[src/rtl/sine_bank.sv]
// Multi-channel sine oscillator bank: one shared external multiplier is
// time-multiplexed across channels, two multiplies per sample (fold + scale).
module sine_bank #(
  parameter int unsigned CHANNELS = 4,
  parameter int unsigned PERIOD   = 48000,
  parameter int unsigned OUT_W    = 24,
  parameter int unsigned SCALE    = 250199950,
  parameter int unsigned MULT_LAT = 2
) (
  input  logic                      clk,
  input  logic                      rst,
  input  logic                      start,
  input  logic                      sync,
  input  logic [16*CHANNELS-1:0]    phase_inc,
  output logic                      finish,
  output logic [31:0]               mult_a,
  output logic [31:0]               mult_b,
  input  logic [63:0]               mult_p,
  output logic [OUT_W*CHANNELS-1:0] y
);

  localparam int unsigned CH_W   = (CHANNELS > 1) ? $clog2(CHANNELS) : 1;
  localparam int unsigned WAIT_W = (MULT_LAT > 1) ? $clog2(MULT_LAT) : 1;
  localparam logic [15:0] PER_C  = 16'(PERIOD);
  localparam logic [15:0] HALF_C = 16'(PERIOD / 2);
  localparam logic [WAIT_W-1:0] WAIT_INIT = WAIT_W'((MULT_LAT > 1) ? (MULT_LAT - 2) : 0);
  localparam logic [CH_W-1:0]   CH_LAST   = CH_W'(CHANNELS - 1);

  typedef enum logic [2:0] {
    S_IDLE, S_MUL1, S_WAIT1, S_MUL2, S_WAIT2, S_CAPTURE, S_FINISH
  } state_t;

  state_t              state_q, state_d;
  logic [CH_W-1:0]     ch_q, ch_d;
  logic [WAIT_W-1:0]   cnt_q, cnt_d;
  logic                neg_q, neg_d;
  logic                finish_q, finish_d;
  logic [15:0]         acc_q [CHANNELS];
  logic [OUT_W-1:0]    y_q   [CHANNELS];

  logic [15:0]         cur_acc_s, cur_inc_s, xi_s, acc_next_s;
  logic [16:0]         sum_s;
  logic                fold_neg_s;
  logic [OUT_W-1:0]    r_s, y_next_s;
  logic                unused_mult_p_s;

  assign unused_mult_p_s = ^mult_p;

  // Half-wave fold, phase advance and sample sign for the active channel
  always_comb begin
    cur_acc_s  = acc_q[ch_q];
    cur_inc_s  = phase_inc[16*int'(ch_q) +: 16];
    fold_neg_s = (cur_acc_s >= HALF_C);
    xi_s       = fold_neg_s ? (cur_acc_s - HALF_C) : cur_acc_s;
    sum_s      = {1'b0, cur_acc_s} + {1'b0, cur_inc_s};
    if (cur_inc_s >= PER_C) begin
      acc_next_s = cur_acc_s;
    end else if (sum_s >= {1'b0, PER_C}) begin
      acc_next_s = 16'(sum_s - {1'b0, PER_C});
    end else begin
      acc_next_s = sum_s[15:0];
    end
    r_s      = mult_p[32 +: OUT_W];
    y_next_s = neg_q ? (-r_s) : r_s;
  end

  // Next-state logic and multiplier operand steering
  always_comb begin
    state_d  = state_q;
    ch_d     = ch_q;
    cnt_d    = cnt_q;
    neg_d    = neg_q;
    finish_d = 1'b0;
    mult_a   = 32'd0;
    mult_b   = 32'd0;
    case (state_q)
      S_IDLE: begin
        if (start) begin
          state_d = S_MUL1;
          ch_d    = {CH_W{1'b0}};
        end else begin
          state_d = S_IDLE;
        end
      end
      S_MUL1: begin
        mult_a = {16'd0, xi_s};
        mult_b = {16'd0, HALF_C - xi_s};
        neg_d  = fold_neg_s;
        cnt_d  = WAIT_INIT;
        state_d = (MULT_LAT > 1) ? S_WAIT1 : S_MUL2;
      end
      S_WAIT1: begin
        if (cnt_q == {WAIT_W{1'b0}}) begin
          state_d = S_MUL2;
        end else begin
          cnt_d = cnt_q - WAIT_W'(1);
        end
      end
      S_MUL2: begin
        mult_a  = mult_p[31:0];
        mult_b  = 32'(SCALE);
        cnt_d   = WAIT_INIT;
        state_d = (MULT_LAT > 1) ? S_WAIT2 : S_CAPTURE;
      end
      S_WAIT2: begin
        if (cnt_q == {WAIT_W{1'b0}}) begin
          state_d = S_CAPTURE;
        end else begin
          cnt_d = cnt_q - WAIT_W'(1);
        end
      end
      S_CAPTURE: begin
        if (ch_q == CH_LAST) begin
          state_d  = S_FINISH;
          finish_d = 1'b1;
        end else begin
          state_d = S_MUL1;
          ch_d    = ch_q + CH_W'(1);
        end
      end
      S_FINISH: begin
        state_d = S_IDLE;
      end
      default: begin
        state_d = S_IDLE;
      end
    endcase
  end

  // State, channel bookkeeping, phase accumulators and sample registers
  always_ff @(posedge clk) begin
    if (rst) begin
      state_q  <= S_IDLE;
      ch_q     <= {CH_W{1'b0}};
      cnt_q    <= {WAIT_W{1'b0}};
      neg_q    <= 1'b0;
      finish_q <= 1'b0;
      for (int k = 0; k < int'(CHANNELS); k++) begin
        acc_q[k] <= 16'd0;
        y_q[k]   <= {OUT_W{1'b0}};
      end
    end else begin
      state_q  <= state_d;
      ch_q     <= ch_d;
      cnt_q    <= cnt_d;
      neg_q    <= neg_d;
      finish_q <= finish_d;
      // sync clears before MUL1 reads, so sync+start computes from phase 0
      if (state_q == S_IDLE && sync) begin
        for (int k = 0; k < int'(CHANNELS); k++) begin
          acc_q[k] <= 16'd0;
        end
      end
      if (state_q == S_CAPTURE) begin
        y_q[ch_q]   <= y_next_s;
        acc_q[ch_q] <= acc_next_s;
      end
    end
  end

  assign finish = finish_q;

  for (genvar k = 0; k < int'(CHANNELS); k++) begin : g_y
    assign y[OUT_W*k +: OUT_W] = y_q[k];
  end

endmodule

[config.mk]
export PLATFORM = sky130hd
export DESIGN_NAME = sine_bank
export DESIGN_NICKNAME = d
export VERILOG_FILES = /design/src/rtl/sine_bank.sv
export SDC_FILE = /design/constraint.sdc
export NUM_CORES = 1
export LEC_CHECK = 0
export ABC_AREA = 1
export CORE_MARGIN = 2
export CORE_UTILIZATION = 30
export CTS_CLUSTER_SIZE = 25
export DETAILED_ROUTE_END_ITERATION = 6
export MAX_ROUTING_LAYER = met4
export PLACE_DENSITY = 0.54
export RECOVER_POWER = 25
export SYNTH_ARGS = -nofsm -noshare
export SYNTH_HDL_FRONTEND = slang
export SYNTH_SLANG_ARGS = --single-unit
[constraint.sdc]
create_clock -name clk -period 4.9 [get_ports clk]
set_input_delay 0.98 -clock clk [delete_from_list [all_inputs] [get_ports clk]]
set_output_delay 0.98 -clock clk [all_outputs]
set_load 0.02 [all_outputs]
==> out/metrics.yaml, run 1 <==
clocking:
  cts_setup_buffers: 0
  hold_buffers: 0
  clock_path_buffers: 2
  cts.sinks: 169
  numCtsBuffers: 17
  htree_num_levels: 4
  clk_pin_slew_worst_paths_ns: 0.07
  root_buffer: "clkbuf_16"
  cts_tree: "built"
  clk_latency_ns: 0.44
pwr:
  p_leak_uw: 0.00615
  peakVddDrop_mv: 0.141
  powerDensity_nw_per_um2: 294
timing:
  rsz0062_at_grt: "no"
  max_freq_mhz: 219
  worst_pin_slew_ns: 1.50
  min_period_ns: 4.56
  fin_crit_sh: 0.931
  skew_ns: 0.0115
  setup-violations-final: 0
  worst_hold_slack_ns: 0.629
  final-hold-violation-count: 0
  finalSetupTns_ns: 0
  slew_viol_final: 24
  slew_headroom: -0.00210
run_status:
  status: "finished with violations"
  violations: "max-capacitance violations, max-slew violations"
place:
  dp_cells: 2077
  dp_hpwl_mm: 27.0
  place_congestion: 0.890
  port_buffers: 276
critical_path:
  cp.required_ns: 3.92
  crit_path_max_fanout: 14
  start_kind: "flip-flop"
  worstSetupPathType: "reg -> out"
  end_kind: "output port"
  worstPathArrival_ns: 3.58
  rrSetupSlack_ns: 0.60
  r2r_start: "ch_q[0]"
final_layout:
  multi_input_area_um2: 4620
  n_fill_cell: 3521
  fin_cells: 2112
  seqCellArea_um2: 4990
  layout.nets: 1799
  area_growth_pct: 37.5
  drive_gt1_frac: 0.0562
  fin_util: 0.418
floorplan:
  start_util: 0.304
  die_w_um: 191
  rows: 68
  io_pins: 293
  coreArea_um2: 34400
  die_area_um2: 36300
  die_h_um: 191
logic_synthesis:
  ys_types: 43
  synth_seq_cells: 169
  syn_area_per_cell_um2: 7.63
  yosys_warnings: 0
  synth_edf_count: 160
  synth_area_um2: 10400
  syn-instance-count: 1368
  ys.flop_type: "edfxtp_1"
  synth-seq-area-share: 0.477
  async_flop_share: 0
route:
  dr_wl_met3_mm: 2.03
  antenna_left: 0
  dr.pass1.iters: 5
  top_layer_used: "met4"
  dr_wl_met2_mm: 17.4
  routed_wl_mm: 35.8
  wl_per_cell_um: 16.9
  vias: 9908
  met1_length_mm: 15.6
  drtIter0Drc: 744
  route.detailed.drc: 0
  post_drt_via_cell_ratio: 4.69
flow_run:
  max_cap_violations: 1
hold_path:
  holdCritStartpoint: "state_q[2]"
  min_path_type: "reg -> reg"
global_route:
  grt_max_degree: 38
  grt_pass1_wl_mm: 53.7
  antenna_found_initial: 2
  track_usage: 0.202
  grt_overflow: 0
  grt_pass1_vias: 9408
## cell families (layout without fill, tap and decap cells)
logic type,Yosys count,count (layout),share of synthesized area
adder cells (fa/ha/maj),26,26,0.0319
XOR/XNOR,10,10,0.00839
AO/OA/AOI/OAI,147,147,0.0773
buffers and inverters,207,486,0.0845
AND/OR/NAND/NOR,808,808,0.320
flip-flops,169,169,0.477
other,1,11,0.000359
## placed cells by master (no fill, tap or decap), types with 4 or more instances in the layout
cell,instances
a21oi_1,45
buf_4,25
clkbuf_1,4
clkbuf_16,17
clkdlybuf4s50_1,195
clkinv_8,5
conb_1,8
dfxtp_1,7
dlygate4sd3_1,75
dlymetal6s2s_1,6
edfxtp_1,160
ha_1,25
inv_1,140
inv_2,6
inv_8,5
nand2_1,362
nand2_2,9
nand3_1,114
nand3_2,6
nand3b_1,4
nand4_1,5
nor2_1,284
nor3_1,13
o21ai_0,69
o22ai_1,13
o31ai_1,4
xor2_1,9
## where the power goes
part           internal, µW  total [µW]  switching [µW]  leakage, µW
Combinational           407        1130             719      0.00408
Clock                   742        1410             666     0.000305
Sequential             1660        1690            30.7      0.00176
Total                  2810        4230            1420      0.00615
## worst max-delay path, cell delays in order (launching register included)
cell	delay (ns)
dfxtp_2	0.41
buf_4	0.24
nand2_1	0.07
nand3_1	0.10
nand2_2	0.15
ha_1	0.27
inv_1	0.07
nor2_1	0.04
nand3_1	0.12
nand3_4	0.14
nand2_4	0.15
nand2_1	0.06
nand2_1	0.14
nand2_4	0.10
nor2_1	0.16
nor2_1	0.06
o31ai_1	0.19
clkdlybuf4s50_1	0.67
## state kept, by name, indices dropped and copies added, names as in the netlist, named ones only
| signal | cells |
|---|---|
| ch_q | 2 |
| y_q | 96 |
| acc_q | 64 |
| neg_q | 1 |
| state_q | 3 |
| finish | 1 |
## cell usage after synthesis (3+ instances only)
cell	number	area [µm²]
o22ai_1	13	81.3
nand2_4	3	33.8
nand2_1	364	1370
buf_2	12	60.1
ha_1	25	313
dfxtp_1	9	180
nand3_2	6	60.1
o21ai_0	69	345
clkbuf_1	23	86.3
edfxtp_1	160	4800
nand2_2	7	43.8
inv_1	140	526
nand3b_1	4	30.0
xor2_1	9	78.8
o21ai_1	3	15.0
nor3_1	13	65.1
inv_2	7	26.3
nor2_2	3	18.8
a21oi_1	45	225
o31ai_1	5	37.5
nand4_1	5	31.3
buf_4	20	150
nand3_1	114	571
nor2_1	284	1070
## timing repair
action                                  in CTS  in global routing
pin swaps                                    0                  0
endpoints found under the setup margin       3                  9
gates resized for setup                      1                 10
gates cloned                                 0                  0
## stage by stage
step / worst slack, ns / total power, µW / cell area, µm²
floorplan: 1.03 / 2410 / 10500
global placement: 0.0786 / 2860 / 13700
detailed placement: 0.00974 / 2860 / 13700
CTS: 0.0247 / 4260 / 14300
global route: 0.0404 / 4430 / 14400
finish: 0.337 / 4230 / 14400
## area by class of cell
cell class	count	area share
Inverter	149	0.0391
Tap cell	455	0.0397
Sequential cell	169	0.347
Timing Repair Buffer	305	0.208
Clock inverter	15	0.0141
Antenna cell	3	0.000523
Clock buffer	17	0.0296
Multi-Input combinational cell	999	0.322
## final timing paths
kind                               endpoint  cells after the start
worst max-delay path              mult_b[9]                     17
worst max register to register  acc_q[1][8]                     23
worst min register to register   state_q[0]                      3
worst min-delay path             state_q[0]                      3
## per-layer routing
layer	vias to the layer above	track usage
met4	0	0.0608
met5	-	-
li1	4996	-
met1	4552	0.248
met3	39	0.0276
met2	321	0.346
Note: power is estimated with default switching activity, not from simulation.
==> run 2, diff against run 1 <==
--- a/config.mk
+++ b/config.mk
@@ -8,6 +8,7 @@
 export ABC_AREA = 1
 export CORE_MARGIN = 2
 export CORE_UTILIZATION = 30
+export CTS_BUF_LIST = sky130_fd_sc_hd__clkbuf_8
 export CTS_CLUSTER_SIZE = 25
 export DETAILED_ROUTE_END_ITERATION = 6
 export MAX_ROUTING_LAYER = met4
==> constraint.sdc (replaced) <==
create_clock -name clk -period 4.9 [get_ports clk]
set_input_delay 0.49 -clock clk [delete_from_list [all_inputs] [get_ports clk]]
set_output_delay 0.49 -clock clk [all_outputs]
set_load 0.02 [all_outputs]
==> run 2 against run 1 <==
Effect of this change:
- the flow now finishes without violations
- worst hold slack improved by 0.020 ns
- register-to-register slack got worse by 0.06 ns
- total power fell by 9.1%
- sequential share of layout area rose by 0.71 points
- sequential cell count did not move
- combinational power barely moved
- critical path depth rose by 2
- global-route usage fell by 0.077 points
- count of clock-buffer cells in the layout did not move
- sequential power barely moved
- die area did not move
- via count rose by 0.82%
- largest cell class unchanged
==> out/metrics.yaml, run 2 (same netlist as run 1, synthesis figures left out) <==
critical_path:
  worstPathArrival_ns: 3.96
  slowest_stage: "clkdlybuf4s50_1"
  worstPathCellList: "buf_4 > nand2_1 > nand3_1 > nand2_1 > ha_1 > inv_1 > nor2_1 > nand3_1 > nand3_4 > nand2_4 > nand2_1 > nand2_1 > nand2_4 > o21ai_4 > nand3_2 > nand2_1 > nand4_1 > nand2_1 > clkdlybuf4s50_1"
  crit_top_cell: "nand2_1"
  start_kind: "flip-flop"
  worstSetupPathType: "reg -> out"
  cp.required_ns: 4.41
  cp_top_family: "simple AND/OR/NAND/NOR gates"
  end_kind: "output port"
  critPathBufInv: 3
  max_stage_delay_ns: 0.63
  crit_path_max_fanout: 24
timing:
  worst_hold_slack_ns: 0.649
  rsz0062_at_grt: "no"
  final-hold-violation-count: 0
  min_period_ns: 4.45
  setup-violations-final: 0
  finalSetupTns_ns: 0
  max_freq_mhz: 224
  slew_viol_final: 0
  skew_ns: 0.0220
  fin_crit_sh: 0.909
  slew_headroom: 0.0258
  worst_pin_slew_ns: 1.46
  setup_ws_ns: 0.445
floorplan:
  die_w_um: 191
  start_util: 0.304
  die_area_um2: 36300
  die_h_um: 191
  coreArea_um2: 34400
  io_pins: 293
  rows: 68
global_route:
  grt_overflow: 0
  grt_pass1_wl_mm: 53.8
  grtUsageMet1: 0.249
  antenna_found_initial: 3
  grt_use_met3: 0.0293
  grt_busiest_layer: "met2"
  grt_pass1_vias: 9369
  grtUsageMet2: 0.345
  grt_max_degree: 32
  track_usage: 0.202
pwr:
  peakVddDrop_mv: 0.175
  powerDensity_nw_per_um2: 273
  p_leak_uw: 0.00595
final_layout:
  regMostFlops: "y_q"
  layout_common_cells: "nand2_1 (364), nor2_1 (284), clkdlybuf4s50_1 (178)"
  drive_gt1_frac: 0.0510
  largest_reg_flops: 96
  final_area_um2: 14100
  layout.nets: 1792
  final_common_cell: "nand2_1"
  n_fill_cell: 3571
  reg_top3: "y_q (96), acc_q (64), state_q (3)"
  area_growth_pct: 34.7
clocking:
  numCtsBuffers: 17
  clk_latency_ns: 0.47
  clock_path_buffers: 2
  cts.sinks: 169
  hold_buffers: 0
  cts_setup_buffers: 0
  root_buffer: "clkbuf_8"
  cts_tree: "built"
  cts-resized-gates: 0
  clk_pin_slew_worst_paths_ns: 0.09
  htree_num_levels: 4
place:
  placed_area_um2: 13700
  place_ws_ns: 0.481
  place_congestion: 0.912
  dp_hpwl_mm: 26.8
  port_buffers: 276
route:
  wl_per_cell_um: 17.0
  dr.pass1.iters: 5
  antenna_left: 0
  drtIter0Drc: 692
  routed_wl_mm: 35.7
  post_drt_via_cell_ratio: 4.75
  vias: 9989
  route.detailed.drc: 0
hold_path:
  min_path_type: "reg -> reg"
run_status:
  status: "finished, final reports clean"
flow_run:
  max_cap_violations: 0
[run 2: layout make-up]
class / instances / area (µm²) / share of cell area
Sequential cell: 169 / 4980 / 0.355
Multi-Input combinational cell: 999 / 4610 / 0.328
Timing Repair Buffer: 298 / 2920 / 0.208
Tap cell: 455 / 569 / 0.0405
Inverter: 149 / 559 / 0.0398
Clock buffer: 17 / 234 / 0.0166
Clock inverter: 15 / 176 / 0.0125
Antenna cell: 1 / 2.50 / 0.000178
[run 2: per-stage QoR]
stage                     total power [µW]   util  instances
after floorplan                       2410      -       1375
after global placement                2850  0.397       2070
after detailed placement              2860  0.397       2070
after CTS                             3870  0.409       2102
after global routing                  4050  0.409       2103
final                                 3840  0.409       2103
[run 2: path summary, 6_finish.rpt]
check	depth (start not counted)	slack (ns)	start	to
min reg2reg	3	0.65	state_q[0]	state_q[1]
min	3	0.65	state_q[0]	state_q[1]
max reg2reg	22	0.54	ch_q[0]	acc_q[0][8]
max	19	0.45	flip-flop	mult_b[14]
[run 2: worst min-delay path, stage by stage (launching register included)]
cell and delay, ns:
dfxtp_1 0.39, nor3_1 0.09, inv_1 0.05, a31oi_1 0.08
[run 2: metal layers]
metal | vias to the layer above | part of all wire
met5 | - | 0
met2 | 333 | 0.49
met4 | 0 | 0.019
met3 | 34 | 0.065
li1 | 4960 | -
met1 | 4662 | 0.43
[run 2: where the power goes]
part | internal [µW] | leakage [µW] | switching [µW]
Combinational | 404 | 0.00399 | 721
Sequential | 1660 | 0.00176 | 30.4
Clock | 433 | 0.000204 | 593
==> patch, RTL diff (flow settings as in run 2) <==
Set the parameter `MULT_LAT` to 4 (it was 2).
--- a/src/rtl/sine_bank.sv
+++ b/src/rtl/sine_bank.sv
@@ -5,7 +5,7 @@
   parameter int unsigned PERIOD   = 48000,
   parameter int unsigned OUT_W    = 24,
   parameter int unsigned SCALE    = 250199950,
-  parameter int unsigned MULT_LAT = 2
+  parameter int unsigned MULT_LAT = 4
 ) (
   input  logic                      clk,
   input  logic                      rst,
Check against the original RTL: not equivalent (a bounded check fails within 4 cycles, from zero or initial values and one cycle with rst high).
==> patch against run 2 <==
Total power increased by 30%. Synthesized area increased by 1.6%. Final area rose by 1.1%. Sequential cell count increased by 2. Routed wire length increased by 4.3%. Global-route usage is 0.51 points higher. Worst setup slack got worse by 0.16 ns.
==> patch: results <==
[cells_and_area]
postLayoutCellArea_um2 = 14220
syn_to_final_growth_pct = 33.98
nFillCells = 3578
drive_above_1_share = 0.07444

[yosys]
synthDistinctLibCells = 49
ys_top_cells_by_count = 318 x nand2_1, 268 x nor2_1, 168 x inv_1
synth_compound_area_frac = 0.07782
synth-xor-area-share = 0.01391
synth_cells = 1358
synthTopCellsByArea = edfxtp_1 45%, nand2_1 11%, nor2_1 9.5%
yosysSeqAreaShare = 0.4735

[drt]
routedWlPerCell_um = 17.75
wl_met1_um = 16570
dr_wl_met3_um = 2248
drtIter0Drc = 772
wl_met2_um = 17490
routed_via_density = 4.739

[critical_path]
timing.rr.end = acc_q[1][14]
reg2reg_slack_ns = 0.62
cp-endpoint = mult_b[13]
critPathMaxFanout = 15

[placement]
hpwl_um = 28630
gp_congestion = 0.9138

[power]
switchingPower_mw = 2.115
peakVddDrop_v = 0.0001863
leakagePower_nw = 6.014

[global_routing]
grt_pass1_wl_um = 55260
grt_pass1_vias = 9321
use_met1 = 0.2677

[sta]
finClkSkew_ns = 0.01272
tightest_slew_ns = 1.463

[status]
status = complete, no violations
patch: power groups by stage:
stage	logic, mW	clock network (mW)	registers (mW)
3_3_place_gp	2.20	0	1.77
2_1_floorplan	1.44	0	1.79
6_report	2.21	1.04	1.74
5_1_grt	2.45	1.11	1.75
4_1_cts	2.22	1.06	1.74
3_5_place_dp	2.21	0	1.77
patch: worst min path at each step:
stage | depth (start not counted) | endpoint | slack, ns | start
floorplan | 3 | cnt_q[0] | 0.50 | cnt_q[0]
global placement | 3 | cnt_q[0] | 0.52 | cnt_q[0]
detailed placement | 2 | state_q[2] | 0.54 | state_q[2]
CTS | 2 | state_q[2] | 0.56 | state_q[2]
global route | 2 | state_q[2] | 0.57 | state_q[2]
finish | 3 | cnt_q[0] | 0.55 | cnt_q[0]
patch: layout make-up:
class	instances	area share
sequential	171	0.3534
multi-input combinational	958	0.3236
timing repair buffer	300	0.2062
inverter	178	0.04726
tap	455	0.04004
clock buffer	17	0.01646
clock inverter	15	0.01267
antenna	2	0.0003520
